===== src/rtl/adc_frontend.sv =====
// adc_frontend: SPI master for a 10-bit MCP3002-class ADC with DC-bias
// calibration, bias correction and noise gate, sign-magnitude output.
module adc_frontend #(
    parameter int SAMPLE_PERIOD = 833,
    parameter int SCLK_HALF     = 8,
    parameter int CAL_LOG2      = 12
) (
    input  logic       clk,
    input  logic       reset,
    input  logic       start_cal,
    input  logic [9:0] gate_thresh,
    input  logic       miso,
    output logic       sclk,
    output logic       mosi,
    output logic       ncs,
    output logic [9:0] raw_sample,
    output logic [9:0] offset,
    output logic       calibrating,
    output logic       sample_sign,
    output logic [9:0] sample_mag,
    output logic       sample_valid
);

    localparam int CW = $clog2(SAMPLE_PERIOD);
    localparam int DW = $clog2(SCLK_HALF);
    localparam int AW = 10 + CAL_LOG2;

    localparam logic [CW-1:0] CNT_LAST = CW'(SAMPLE_PERIOD - 1);
    localparam logic [CW-1:0] CNT_LOAD = CW'(32 * SCLK_HALF);
    localparam logic [CW-1:0] CNT_PROC = CW'(32 * SCLK_HALF + 1);
    localparam logic [DW-1:0] DIV_LAST = DW'(SCLK_HALF - 1);
    localparam logic [DW-1:0] DIV_MID  = DW'(SCLK_HALF / 2);

    // Command bits by sclk period: start, single-ended, ch0, MSB-first.
    localparam logic [3:0] CMD = 4'b1011;

    typedef enum logic {
        CAL,
        RUN
    } state_t;

    // Frame position: cnt, sclk half-period divider and half-period index.
    // The half index saturates at 32, which marks "outside the SPI burst".
    logic [CW-1:0] cnt_q, cnt_d;
    logic [DW-1:0] div_q, div_d;
    logic [5:0]    hidx_q, hidx_d;
    logic          wrap;

    logic       ncs_q, sclk_q, mosi_q;
    logic [9:0] sr_q;
    logic [9:0] raw_q;
    logic       sign_q;
    logic [9:0] mag_q;
    logic       valid_q;

    state_t              state_q;
    logic                pend_q;
    logic                cal_q;
    logic [9:0]          offset_q;
    logic [AW-1:0]       acc_q;
    logic [AW-1:0]       acc_sum;
    logic [CAL_LOG2-1:0] ccnt_q;

    logic       capture;
    logic       load;
    logic       proc;
    logic       ge;
    logic [9:0] diff;
    logic       gated;
    logic       sign_c;
    logic [9:0] mag_c;

    // Next frame position; SPI lines are registered from it so they
    // line up exactly with cnt and idle asynchronously on reset.
    always_comb begin
        wrap   = (cnt_q == CNT_LAST);
        cnt_d  = wrap ? '0 : cnt_q + 1'b1;
        div_d  = (wrap || div_q == DIV_LAST) ? '0 : div_q + 1'b1;
        hidx_d = hidx_q;
        if (wrap)
            hidx_d = '0;
        else if (div_q == DIV_LAST && hidx_q != 6'd32)
            hidx_d = hidx_q + 6'd1;
    end

    // Strobes for MISO capture (rising edges 6..15), raw load and processing.
    always_comb begin
        capture = ~hidx_q[5] & hidx_q[0] & (div_q == DIV_MID) &
                  (hidx_q[4:1] >= 4'd5) & (hidx_q[4:1] <= 4'd14);
        load    = (cnt_q == CNT_LOAD);
        proc    = (cnt_q == CNT_PROC);
    end

    // Bias correction and noise gate; zero is always emitted as positive.
    always_comb begin
        ge     = (raw_q >= offset_q);
        diff   = ge ? (raw_q - offset_q) : (offset_q - raw_q);
        gated  = (diff < gate_thresh);
        sign_c = ~ge & ~gated;
        mag_c  = gated ? 10'd0 : diff;
        acc_sum = acc_q + AW'(raw_q);
    end

    // Frame counter and SPI output registers.
    always_ff @(posedge clk or posedge reset) begin
        if (reset) begin
            cnt_q  <= '0;
            div_q  <= '0;
            hidx_q <= '0;
            ncs_q  <= 1'b1;
            sclk_q <= 1'b0;
            mosi_q <= 1'b0;
        end else begin
            cnt_q  <= cnt_d;
            div_q  <= div_d;
            hidx_q <= hidx_d;
            ncs_q  <= hidx_d[5];
            sclk_q <= ~hidx_d[5] & hidx_d[0];
            mosi_q <= (hidx_d[5:3] == 3'd0) & CMD[hidx_d[2:1]];
        end
    end

    // MISO shift register, raw capture and sample output pipeline.
    always_ff @(posedge clk or posedge reset) begin
        if (reset) begin
            sr_q    <= '0;
            raw_q   <= '0;
            sign_q  <= 1'b0;
            mag_q   <= '0;
            valid_q <= 1'b0;
        end else begin
            if (capture)
                sr_q <= {sr_q[8:0], miso};
            if (load)
                raw_q <= sr_q;
            if (proc && state_q == RUN) begin
                sign_q <= sign_c;
                mag_q  <= mag_c;
            end
            valid_q <= proc & (state_q == RUN);
        end
    end

    // Calibration FSM: averages 2^CAL_LOG2 frames into the bias estimate.
    always_ff @(posedge clk or posedge reset) begin
        if (reset) begin
            state_q  <= CAL;
            pend_q   <= 1'b0;
            cal_q    <= 1'b1;
            offset_q <= 10'h200;
            acc_q    <= '0;
            ccnt_q   <= '0;
        end else if (cnt_q == '0 && pend_q) begin
            state_q <= CAL;
            pend_q  <= start_cal;
            cal_q   <= 1'b1;
            acc_q   <= '0;
            ccnt_q  <= '0;
        end else begin
            if (start_cal)
                pend_q <= 1'b1;
            if (proc && state_q == CAL) begin
                if (&ccnt_q) begin
                    offset_q <= 10'(acc_sum >> CAL_LOG2);
                    state_q  <= RUN;
                    cal_q    <= 1'b0;
                    acc_q    <= '0;
                    ccnt_q   <= '0;
                end else begin
                    acc_q  <= acc_sum;
                    ccnt_q <= ccnt_q + 1'b1;
                end
            end
        end
    end

    assign ncs          = ncs_q;
    assign sclk         = sclk_q;
    assign mosi         = mosi_q;
    assign raw_sample   = raw_q;
    assign offset       = offset_q;
    assign calibrating  = cal_q;
    assign sample_sign  = sign_q;
    assign sample_mag   = mag_q;
    assign sample_valid = valid_q;

endmodule


===== config.mk =====
export PLATFORM = sky130hd
export DESIGN_NAME = adc_frontend
export DESIGN_NICKNAME = d
export VERILOG_FILES = /design/src/rtl/adc_frontend.sv
export SDC_FILE = /design/constraint.sdc
export NUM_CORES = 1
export LEC_CHECK = 0
export ABC_AREA = 0
export CORE_MARGIN = 1.5
export CORE_UTILIZATION = 34
export DETAILED_ROUTE_END_ITERATION = 8
export SYNTH_ARGS = -nofsm -noshare
export SYNTH_HDL_FRONTEND = slang
export SYNTH_SLANG_ARGS = --single-unit

===== constraint.sdc =====
create_clock -name clk -period 4 [get_ports clk]
set_input_delay 0.4 -clock clk [delete_from_list [all_inputs] [get_ports clk]]
set_output_delay 0.4 -clock clk [all_outputs]
set_load 0.01 [all_outputs]

==> results.ini, run 1 <==
[status]
status = completed

[synthesis]
syn_area_sq_mm = 0.006225
synth.area.top_cells = dfrtp_1 39%, ha_1 9.4%, xnor2_1 4.1%, nand2_1 3.8%, mux2_2 3.6%
synth_cell_types = 59
synth_top_area_cell = dfrtp_1
seq_area_frac_synth = 0.4066
synth_top_area_frac = 0.3940
synth_async_sr_flop_share = 1.000
syn_nets = 716
synthCells = 652
synthFlopType = dfrtp_1
ys_ff_latch = 101
ys_warn_count = 0
postSynthAreaPerCell_sq_um = 9.547
synth_edf_count = 0

[grt]
grt_pass1_vias = 4572
antenna_found_initial = 0
track_usage = 0.1537
grt_max_degree = 61
gr-total-overflow = 0
grt_pass1_wl_um = 23880

[drt]
wl_per_cell_um = 15.26
dr.first_iter.drc_count = 256
drc = 0
wl_um = 14260
first_pass_iters = 5
ant_nets = 0
vias = 4702
vias_per_cell = 5.034

[cts]
cts_buffers = 9
cts_tree = built
cts.sinks = 101
cts_setup_buffers = 0
htreeDepth = 3
hold_buffers = 0
cts-root-buf = clkbuf_16
post_cts_resized = 0
clock_latency_ns = 0.35
cts_buffer_depth = 2
clkTransAtPathRegs_ns = 0.07

[floorplan]
coreArea_sq_mm = 0.01796
fp.dieArea_sq_mm = 0.01913
die_w_um = 138.3
rows = 49
initial_core_util = 0.3465
pin_count = 50
die_h_um = 138.3

[job]
maxCapViolations = 0

[timing]
setup_tns_ns = 0
slew_violations = 0
hold_violations = 0
hold_slack_ns = 0.4736
finClkSkew_ns = 0.008252
fmax_ghz = 0.2754
min_period_ns = 3.631
finalSetupViolations = 0
relSlewSlack = 0.4765
rsz0062_at_grt = no
post-route-period-util = 0.9078
worstMarginPinSlew_ns = 0.7852

[critical_path]
reg2reg_slack_ns = 0.37
critPathBufInv = 4
crit_path_end_kind = flip-flop
r2r-end = sample_mag[6]$_DFFE_PP0P_
slowest_stage = nor4_4
startpoint_type = flip-flop
arrival_ns = 3.86
crit_chain = inv_1, ha_1, inv_1, fa_1, a21oi_2, a211oi_2, nor4_4, mux2i_1, xor2_1, inv_1, ha_1, o21ai_0, nor2_1, o2111ai_1, buf_4, o21ai_0
critical_path.top_delay_family = adder cells
r2r-start = raw_sample[0]$_DFFE_PP0N_
cpMostUsedCell = inv_1
reg2reg_depth = 16
required_ns = 4.22
crit_path_max_fanout = 11
path_class = flip-flop to flip-flop
cpPeakStageDelay_ns = 0.55

[layout]
antenna_cells = 0
fillers = 1804
area.growth.synth_to_final_pct = 17.45
finalInstanceArea_sq_mm = 0.007311
post_route_cells_drive_above_1_share = 0.09504
nNetsFinal = 764

[min_path]
hp-class = flip-flop to flip-flop
min_to = div_q[0]$_DFF_PP0_
hp-start = div_q[0]$_DFF_PP0_
min_path_cells = 1

[pwr]
leakagePower_nw = 3.321
irDropWorstVdd_uv = 230.0
power.density_mw_per_mm2 = 287.2

[placed_design]
portBuffers = 49
dp_hpwl_um = 10620
gp_congestion = 0.8903
placed_area_sq_mm = 0.006962

==> layout by cell type, fill, tap and decap left out, types with 2 or more instances in the layout <==
cell type,instances
a21oi_2,3
buf_4,10
clkbuf_16,9
o21ai_1,28
o21a_1,8
nand3_1,17
o211ai_1,3
and2_1,6
dfrtp_1,98
ha_1,47
xnor2_1,29
a21boi_1,2
and4_1,4
inv_1,52
mux2i_1,9
a211oi_1,9
mux2_2,20
and3_1,16
fa_1,3
a21o_1,12
a211oi_2,2
dfstp_2,3
a32oi_1,2
o21ai_0,22
nand4_1,13
a22o_1,4
a221o_1,3
nor3_1,12
bufinv_16,3
xor2_1,18
nor2_1,48
nor2b_1,6
nand2_1,63
o31ai_1,6
nor3_2,3
a21oi_1,27
clkdlybuf4s50_1,49
a31oi_1,6
nor3b_1,5
==> registers in the layout, indices dropped and copies added (netlist names), 3 cells and up <==
signal and count:
hidx_q 6, offset 10, acc_q 22, ccnt_q 12, sample_mag 10, cnt_q 10, raw_sample 10, sr_q 10
div_q 3
==> final cells by class <==
type / count / area (sq um) / area share
clock buffers: 11 / 242.7 / 0.03320
clock inverters: 5 / 106.4 / 0.01455
inverters: 53 / 201.4 / 0.02755
multi-input cells: 476 / 3377 / 0.4619
flip-flops and latches: 101 / 2531 / 0.3462
well taps: 229 / 286.5 / 0.03919
repair buffers: 59 / 565.5 / 0.07736
==> worst max-delay path by stage <==
stage,start,end,slack (ns),cells past startpoint
global placement,raw_sample[0]$_DFFE_PP0N_,sample_sign$_DFFE_PP0P_,0.43,16
CTS,offset[1]$_DFFE_PP0P_,sample_mag[6]$_DFFE_PP0P_,0.35,14
global route,offset[1]$_DFFE_PP0P_,sample_mag[6]$_DFFE_PP0P_,0.07,14
finish,raw_sample[0]$_DFFE_PP0N_,sample_mag[6]$_DFFE_PP0P_,0.37,16
floorplan,raw_sample[0]$_DFFE_PP0N_,sample_mag[0]$_DFFE_PP0P_,0.44,16
detailed placement,raw_sample[0]$_DFFE_PP0N_,sample_mag[6]$_DFFE_PP0P_,0.36,16
==> per-stage QoR <==
| step | instances | setup slack [ns] | utilization | total power [mW] |
|---|---|---|---|---|
| 2_1_floorplan | 652 | 0.4390 | - | 1.066 |
| 3_3_place_gp | 918 | 0.4313 | 0.3875 | 1.091 |
| 3_5_place_dp | 918 | 0.3607 | 0.3875 | 1.091 |
| 4_1_cts | 934 | 0.3517 | 0.4070 | 2.127 |
| 5_1_grt | 934 | 0.07202 | 0.4070 | 2.174 |
| 6_report | 934 | 0.3690 | 0.4070 | 2.100 |
==> kinds of logic (layout without fill, tap and decap cells) <==
family,Yosys count,in the layout,synth area share
AO/OA/AOI/OAI,147,147,0.1558
XOR/XNOR,47,47,0.06613
adder cells (fa/ha/maj),50,50,0.1041
buffers and inverters,75,128,0.05085
flip-flops,101,101,0.4066
multiplexers,29,29,0.05065
AND/OR/NAND/NOR,203,203,0.1658
==> power breakdown <==
part	switching [mW]	total (mW)	leakage (nW)	internal [mW]
Sequential	0.00115	1.02	1.30	1.02
Combinational	0.0272	0.0447	1.85	0.0175
Clock	0.400	1.03	0.166	0.632
Total	0.428	2.10	3.32	1.67
==> cells in the mapped netlist (5+ instances only) <==
cell and count:
dfrtp_1 98, nand2_1 63, inv_1 53, nor2_1 48
ha_1 47, xnor2_1 29, o21ai_1 28, a21oi_1 27
o21ai_0 22, mux2_2 20, xor2_1 18, nand3_1 17
and3_1 16, nand4_1 13, a21o_1 12, nor3_1 12
clkbuf_1 11, a211oi_1 9, mux2i_1 9, o21a_1 8
buf_2 7, a31oi_1 6, and2_1 6, nor2b_1 6
o31ai_1 6, nor3b_1 5
==> layer usage <==
layer / GRT usage / wire length, um / share of wire / up-vias
met2: 0.2519 / 6607 / 0.46 / 76
met4: 0.03435 / 185 / 0.013 / 0
met1: 0.2086 / 6955 / 0.49 / 2230
met5: 0 / 0 / 0 / -
li1: - / - / - / 2385
met3: 0.03325 / 509 / 0.036 / 11
Power figures use the tool's default switching activity.
==> inputs of run 2 (changes only) <==
--- a/config.mk
+++ b/config.mk
@@ -9,6 +9,7 @@
 export CORE_MARGIN = 1.5
 export CORE_UTILIZATION = 34
 export DETAILED_ROUTE_END_ITERATION = 8
+export MAX_ROUTING_LAYER = met4
 export SYNTH_ARGS = -nofsm -noshare
 export SYNTH_HDL_FRONTEND = slang
 export SYNTH_SLANG_ARGS = --single-unit
==> results.ini, run 2 (synthesized netlist as in run 1, its figures left out) <==
[pwr]
leakagePower_nw = 3.321
irDropWorstVdd_uv = 228.1
power.density_mw_per_mm2 = 286.8

[critical_path]
crit_path_max_fanout = 11
critPathLaunch = raw_sample[0]$_DFFE_PP0N_
crit_path_end_kind = flip-flop
arrival_ns = 3.85
r2r-end = sample_mag[6]$_DFFE_PP0P_
required_ns = 4.22
crit_end = sample_mag[6]$_DFFE_PP0P_
reg2reg_slack_ns = 0.37
path_class = flip-flop to flip-flop
r2r-start = raw_sample[0]$_DFFE_PP0N_
reg2reg_depth = 16
startpoint_type = flip-flop

[layout]
area.growth.synth_to_final_pct = 17.45
antenna_cells = 0
largest_reg_flops = 22
post_route_cells_drive_above_1_share = 0.09504
layout_commonest_cell = dfrtp_1
top_register = acc_q
top_regs = acc_q (22), ccnt_q (12)
final_cell_mix = 98 x dfrtp_1, 63 x nand2_1, 52 x inv_1
finalInstanceArea_sq_mm = 0.007311
nNetsFinal = 764

[drt]
first_pass_iters = 4
vias_per_cell = 5.043
vias = 4710
ant_nets = 0
wl_per_cell_um = 15.27
wl_um = 14270
drc = 0
dr.first_iter.drc_count = 273

[cts]
cts_buffers = 9
cts_buffer_depth = 2
cts_tree = built
clkTransAtPathRegs_ns = 0.07
hold_buffers = 0
clock_latency_ns = 0.35
post_cts_resized = 0
htreeDepth = 3
cts-root-buf = clkbuf_16
cts.sinks = 101
cts_setup_buffers = 0

[timing]
slew_violations = 0
min_period_ns = 3.630
rsz0062_at_grt = no
finClkSkew_ns = 0.007289
post-route-period-util = 0.9076
worstMarginPinSlew_ns = 0.7877
relSlewSlack = 0.4749
setup_tns_ns = 0
finalSetupViolations = 0
fmax_ghz = 0.2755
hold_violations = 0

[placed_design]
gp_congestion = 0.9053
portBuffers = 49
placed_area_sq_mm = 0.006962
dp_hpwl_um = 10620

[floorplan]
die_w_um = 138.3
coreArea_sq_mm = 0.01796
pin_count = 50
die_h_um = 138.3
initial_core_util = 0.3465
fp.dieArea_sq_mm = 0.01913
rows = 49

[grt]
gr-total-overflow = 0
grt_pass1_wl_um = 23890
track_usage = 0.1585
antenna_found_initial = 0
grt_max_degree = 61
grt_pass1_vias = 4573

[min_path]
hp-class = flip-flop to flip-flop

[job]
maxCapViolations = 0

[status]
status = completed

run 2: cell counts in the layout (fill, tap and decap cells not counted):
No cell type changed its count.
run 2: per-layer routing:
layer,share of wire,up-vias,global-route usage
li1,-,2381,-
met3,0.030,10,0.03325
met1,0.49,2236,0.2099
met4,0.013,0,0.03435
met2,0.46,83,0.2506
met5,0,-,-
run 2: worst min path at each step:
stage | startpoint | to | slack [ns] | cells past startpoint
2_1_floorplan | div_q[0]$_DFF_PP0_ | div_q[0]$_DFF_PP0_ | 0.44 | 1
3_3_place_gp | div_q[0]$_DFF_PP0_ | div_q[0]$_DFF_PP0_ | 0.46 | 1
3_5_place_dp | div_q[0]$_DFF_PP0_ | div_q[0]$_DFF_PP0_ | 0.46 | 1
4_1_cts | div_q[0]$_DFF_PP0_ | div_q[0]$_DFF_PP0_ | 0.48 | 1
5_1_grt | div_q[0]$_DFF_PP0_ | div_q[0]$_DFF_PP0_ | 0.49 | 1
6_report | div_q[0]$_DFF_PP0_ | div_q[0]$_DFF_PP0_ | 0.47 | 1
run 2: cell type report:
cell class                      instances  area [sq um]
Clock buffer                           11         242.7
Clock inverter                          5         106.4
Timing Repair Buffer                   59         565.5
Sequential cell                       101          2531
Inverter                               53         201.4
Fill cell                            1804         10650
Multi-Input combinational cell        476          3377
Tap cell                              229         286.5
run 2: worst max-delay path: stages, from the launching register on:
cell and delay (ns):
dfrtp_1 0.38, inv_1 0.05, ha_1 0.16, inv_1 0.05, fa_1 0.42, a21oi_2 0.16, a211oi_2 0.12, nor4_4 0.55
mux2i_1 0.30, xor2_1 0.20, inv_1 0.08, ha_1 0.27, o21ai_0 0.18, nor2_1 0.07, o2111ai_1 0.20, buf_4 0.22
o21ai_0 0.09
run 2: per-stage QoR:
step	util	std cells	total power [mW]	setup slack, ns	hold slack (ns)
after CTS	0.4070	934	2.127	0.3517	0.4758
after detailed placement	0.3875	918	1.091	0.3607	0.4602
after global routing	0.4070	934	2.175	0.07000	0.4911
after global placement	0.3875	918	1.091	0.4313	0.4565
final	0.4070	934	2.097	0.3697	0.4736
after floorplan	-	652	1.066	0.4390	0.4375
run 2: where the power goes:
group	total [mW]	internal, mW	switching [mW]
sequential	1.02	1.02	0.00115
clock	1.03	0.632	0.397
combinational	0.0447	0.0175	0.0272
==> inputs of run 3 (changes only) <==
==> constraint.sdc (replaced) <==
create_clock -name clk -period 3.85 [get_ports clk]
set_input_delay 0.385 -clock clk [delete_from_list [all_inputs] [get_ports clk]]
set_output_delay 0.385 -clock clk [all_outputs]
set_load 0.01 [all_outputs]
==> results.ini, run 3 (synthesized netlist as in run 1, its figures left out) <==
[floorplan]
die_h_um = 138.3
initial_core_util = 0.3465
rows = 49
fp.dieArea_sq_mm = 0.01913
die_w_um = 138.3
pin_count = 50
coreArea_sq_mm = 0.01796

[grt]
track_usage = 0.1585
grt_max_degree = 57
antenna_found_initial = 0
grt_pass1_vias = 4570
gr-total-overflow = 0
grt_pass1_wl_um = 23850

[timing]
fmax_ghz = 0.2787
finClkSkew_ns = 0.005332
slew_violations = 0
min_period_ns = 3.588
hold_slack_ns = 0.4750
worstMarginPinSlew_ns = 0.7703
rsz0062_at_grt = no
relSlewSlack = 0.4865
setup_tns_ns = 0
post-route-period-util = 0.9320
hold_violations = 0
finalSetupViolations = 0

[critical_path]
crit_path_end_kind = flip-flop
r2r-end = sample_mag[6]$_DFFE_PP0P_
r2r-start = raw_sample[0]$_DFFE_PP0N_
reg2reg_slack_ns = 0.26
crit_path_max_fanout = 11
required_ns = 4.08
critPathBufInv = 4
startpoint_type = flip-flop
arrival_ns = 3.82
path_class = flip-flop to flip-flop
cpPeakStageDelay_ns = 0.53
critPathLaunch = raw_sample[0]$_DFFE_PP0N_
critical_path.top_delay_family = adder cells
crit_end = sample_mag[6]$_DFFE_PP0P_
cpMostUsedCell = inv_1
crit_chain = inv_1, ha_1, inv_1, fa_1, a21oi_2, a211oi_2, or4_4, mux2i_1, xnor2_1, inv_1, ha_1, a211oi_1, nand3_1, o2111ai_1, buf_4, o21ai_0
slowest_stage = or4_4
cp.depth = 16
reg2reg_depth = 16

[cts]
clkTransAtPathRegs_ns = 0.07
cts_tree = built
cts_buffers = 9
htreeDepth = 3
cts-root-buf = clkbuf_16
clock_latency_ns = 0.35
cts_buffer_depth = 2
hold_buffers = 0
cts.sinks = 101

[layout]
fin_cells = 936
top_regs = acc_q (22), ccnt_q (12)
regArea_sq_mm = 0.002531
nNetsFinal = 767
fillers = 1792
layout_commonest_cell = dfrtp_1
post_route_cells_drive_above_1_share = 0.09760
antenna_cells = 0
multi_input_area_sq_mm = 0.003382
final_cell_mix = 98 x dfrtp_1, 63 x nand2_1, 52 x inv_1
finalInstanceArea_sq_mm = 0.007296
largest_reg_flops = 22
area.growth.synth_to_final_pct = 17.21
top_register = acc_q

[drt]
dr.first_iter.drc_count = 239
wl_um = 14100
vias_per_cell = 5.009
drc = 0
wl_per_cell_um = 15.07
ant_nets = 0
first_pass_iters = 4
vias = 4688

[pwr]
irDropWorstVdd_uv = 220.6
finalPower_mw = 2.073
power.density_mw_per_mm2 = 284.2
leakagePower_nw = 3.321

[min_path]
hp-class = flip-flop to flip-flop

[placed_design]
portBuffers = 49
dp_cells = 920
dp_hpwl_um = 10550
gp_congestion = 0.8622
placed_area_sq_mm = 0.006977

[status]
status = completed

[job]
maxCapViolations = 0

==> run 3: area by class of cell <==
class                      instances  share of cell area
multi-input combinational        476              0.4636
clock buffer                      11             0.03190
inverter                          53             0.02761
timing repair buffer              62             0.08060
sequential                       101              0.3469
tap                              229             0.03927
clock inverter                     4             0.01012
==> run 3: stage by stage <==
step / utilization / worst slack, ns
2_1_floorplan: - / 0.2890
3_3_place_gp: 0.3884 / 0.2668
3_5_place_dp: 0.3884 / 0.2001
4_1_cts: 0.4054 / 0.1884
5_1_grt: 0.4061 / 0.01128
6_report: 0.4061 / 0.2618
==> run 3: worst register-to-register path, stage by stage (launching register included) <==
cell and delay (ns):
dfrtp_1 0.38, inv_1 0.05, ha_1 0.15, inv_1 0.06
fa_1 0.42, a21oi_2 0.17, a211oi_2 0.12, or4_4 0.53
mux2i_1 0.20, xnor2_1 0.16, inv_1 0.08, ha_1 0.29
a211oi_1 0.25, nand3_1 0.12, o2111ai_1 0.19, buf_4 0.22
o21ai_0 0.09
==> run 3: per-layer routing <==
metal	vias up	GRT usage	wire, um
met4	0	0.03601	187
met5	-	-	0
met2	74	0.2506	6671
met1	2222	0.2068	6799
met3	16	0.03741	446
li1	2376	-	-
==> run 3: worst min-delay path by stage <==
| stage | cells past startpoint | start | endpoint |
|---|---|---|---|
| final | 2 | offset[9]$_DFFE_PP1P_ | offset[9]$_DFFE_PP1P_ |
| after global routing | 2 | offset[9]$_DFFE_PP1P_ | offset[9]$_DFFE_PP1P_ |
| after CTS | 1 | div_q[0]$_DFF_PP0_ | div_q[0]$_DFF_PP0_ |
| after detailed placement | 1 | div_q[0]$_DFF_PP0_ | div_q[0]$_DFF_PP0_ |
| after global placement | 1 | div_q[0]$_DFF_PP0_ | div_q[0]$_DFF_PP0_ |
| after floorplan | 1 | div_q[0]$_DFF_PP0_ | div_q[0]$_DFF_PP0_ |
==> run 3: where the power goes <==
part,internal [mW],switching [mW]
Combinational,0.0182,0.0281
Sequential,1.06,0.00115
Clock,0.567,0.396
==> run 3: what timing repair did <==
action / in CTS / in global routing
setup buffers: 0 / 1
gates resized for setup: 0 / 1
endpoints found under the setup margin: 0 / 11
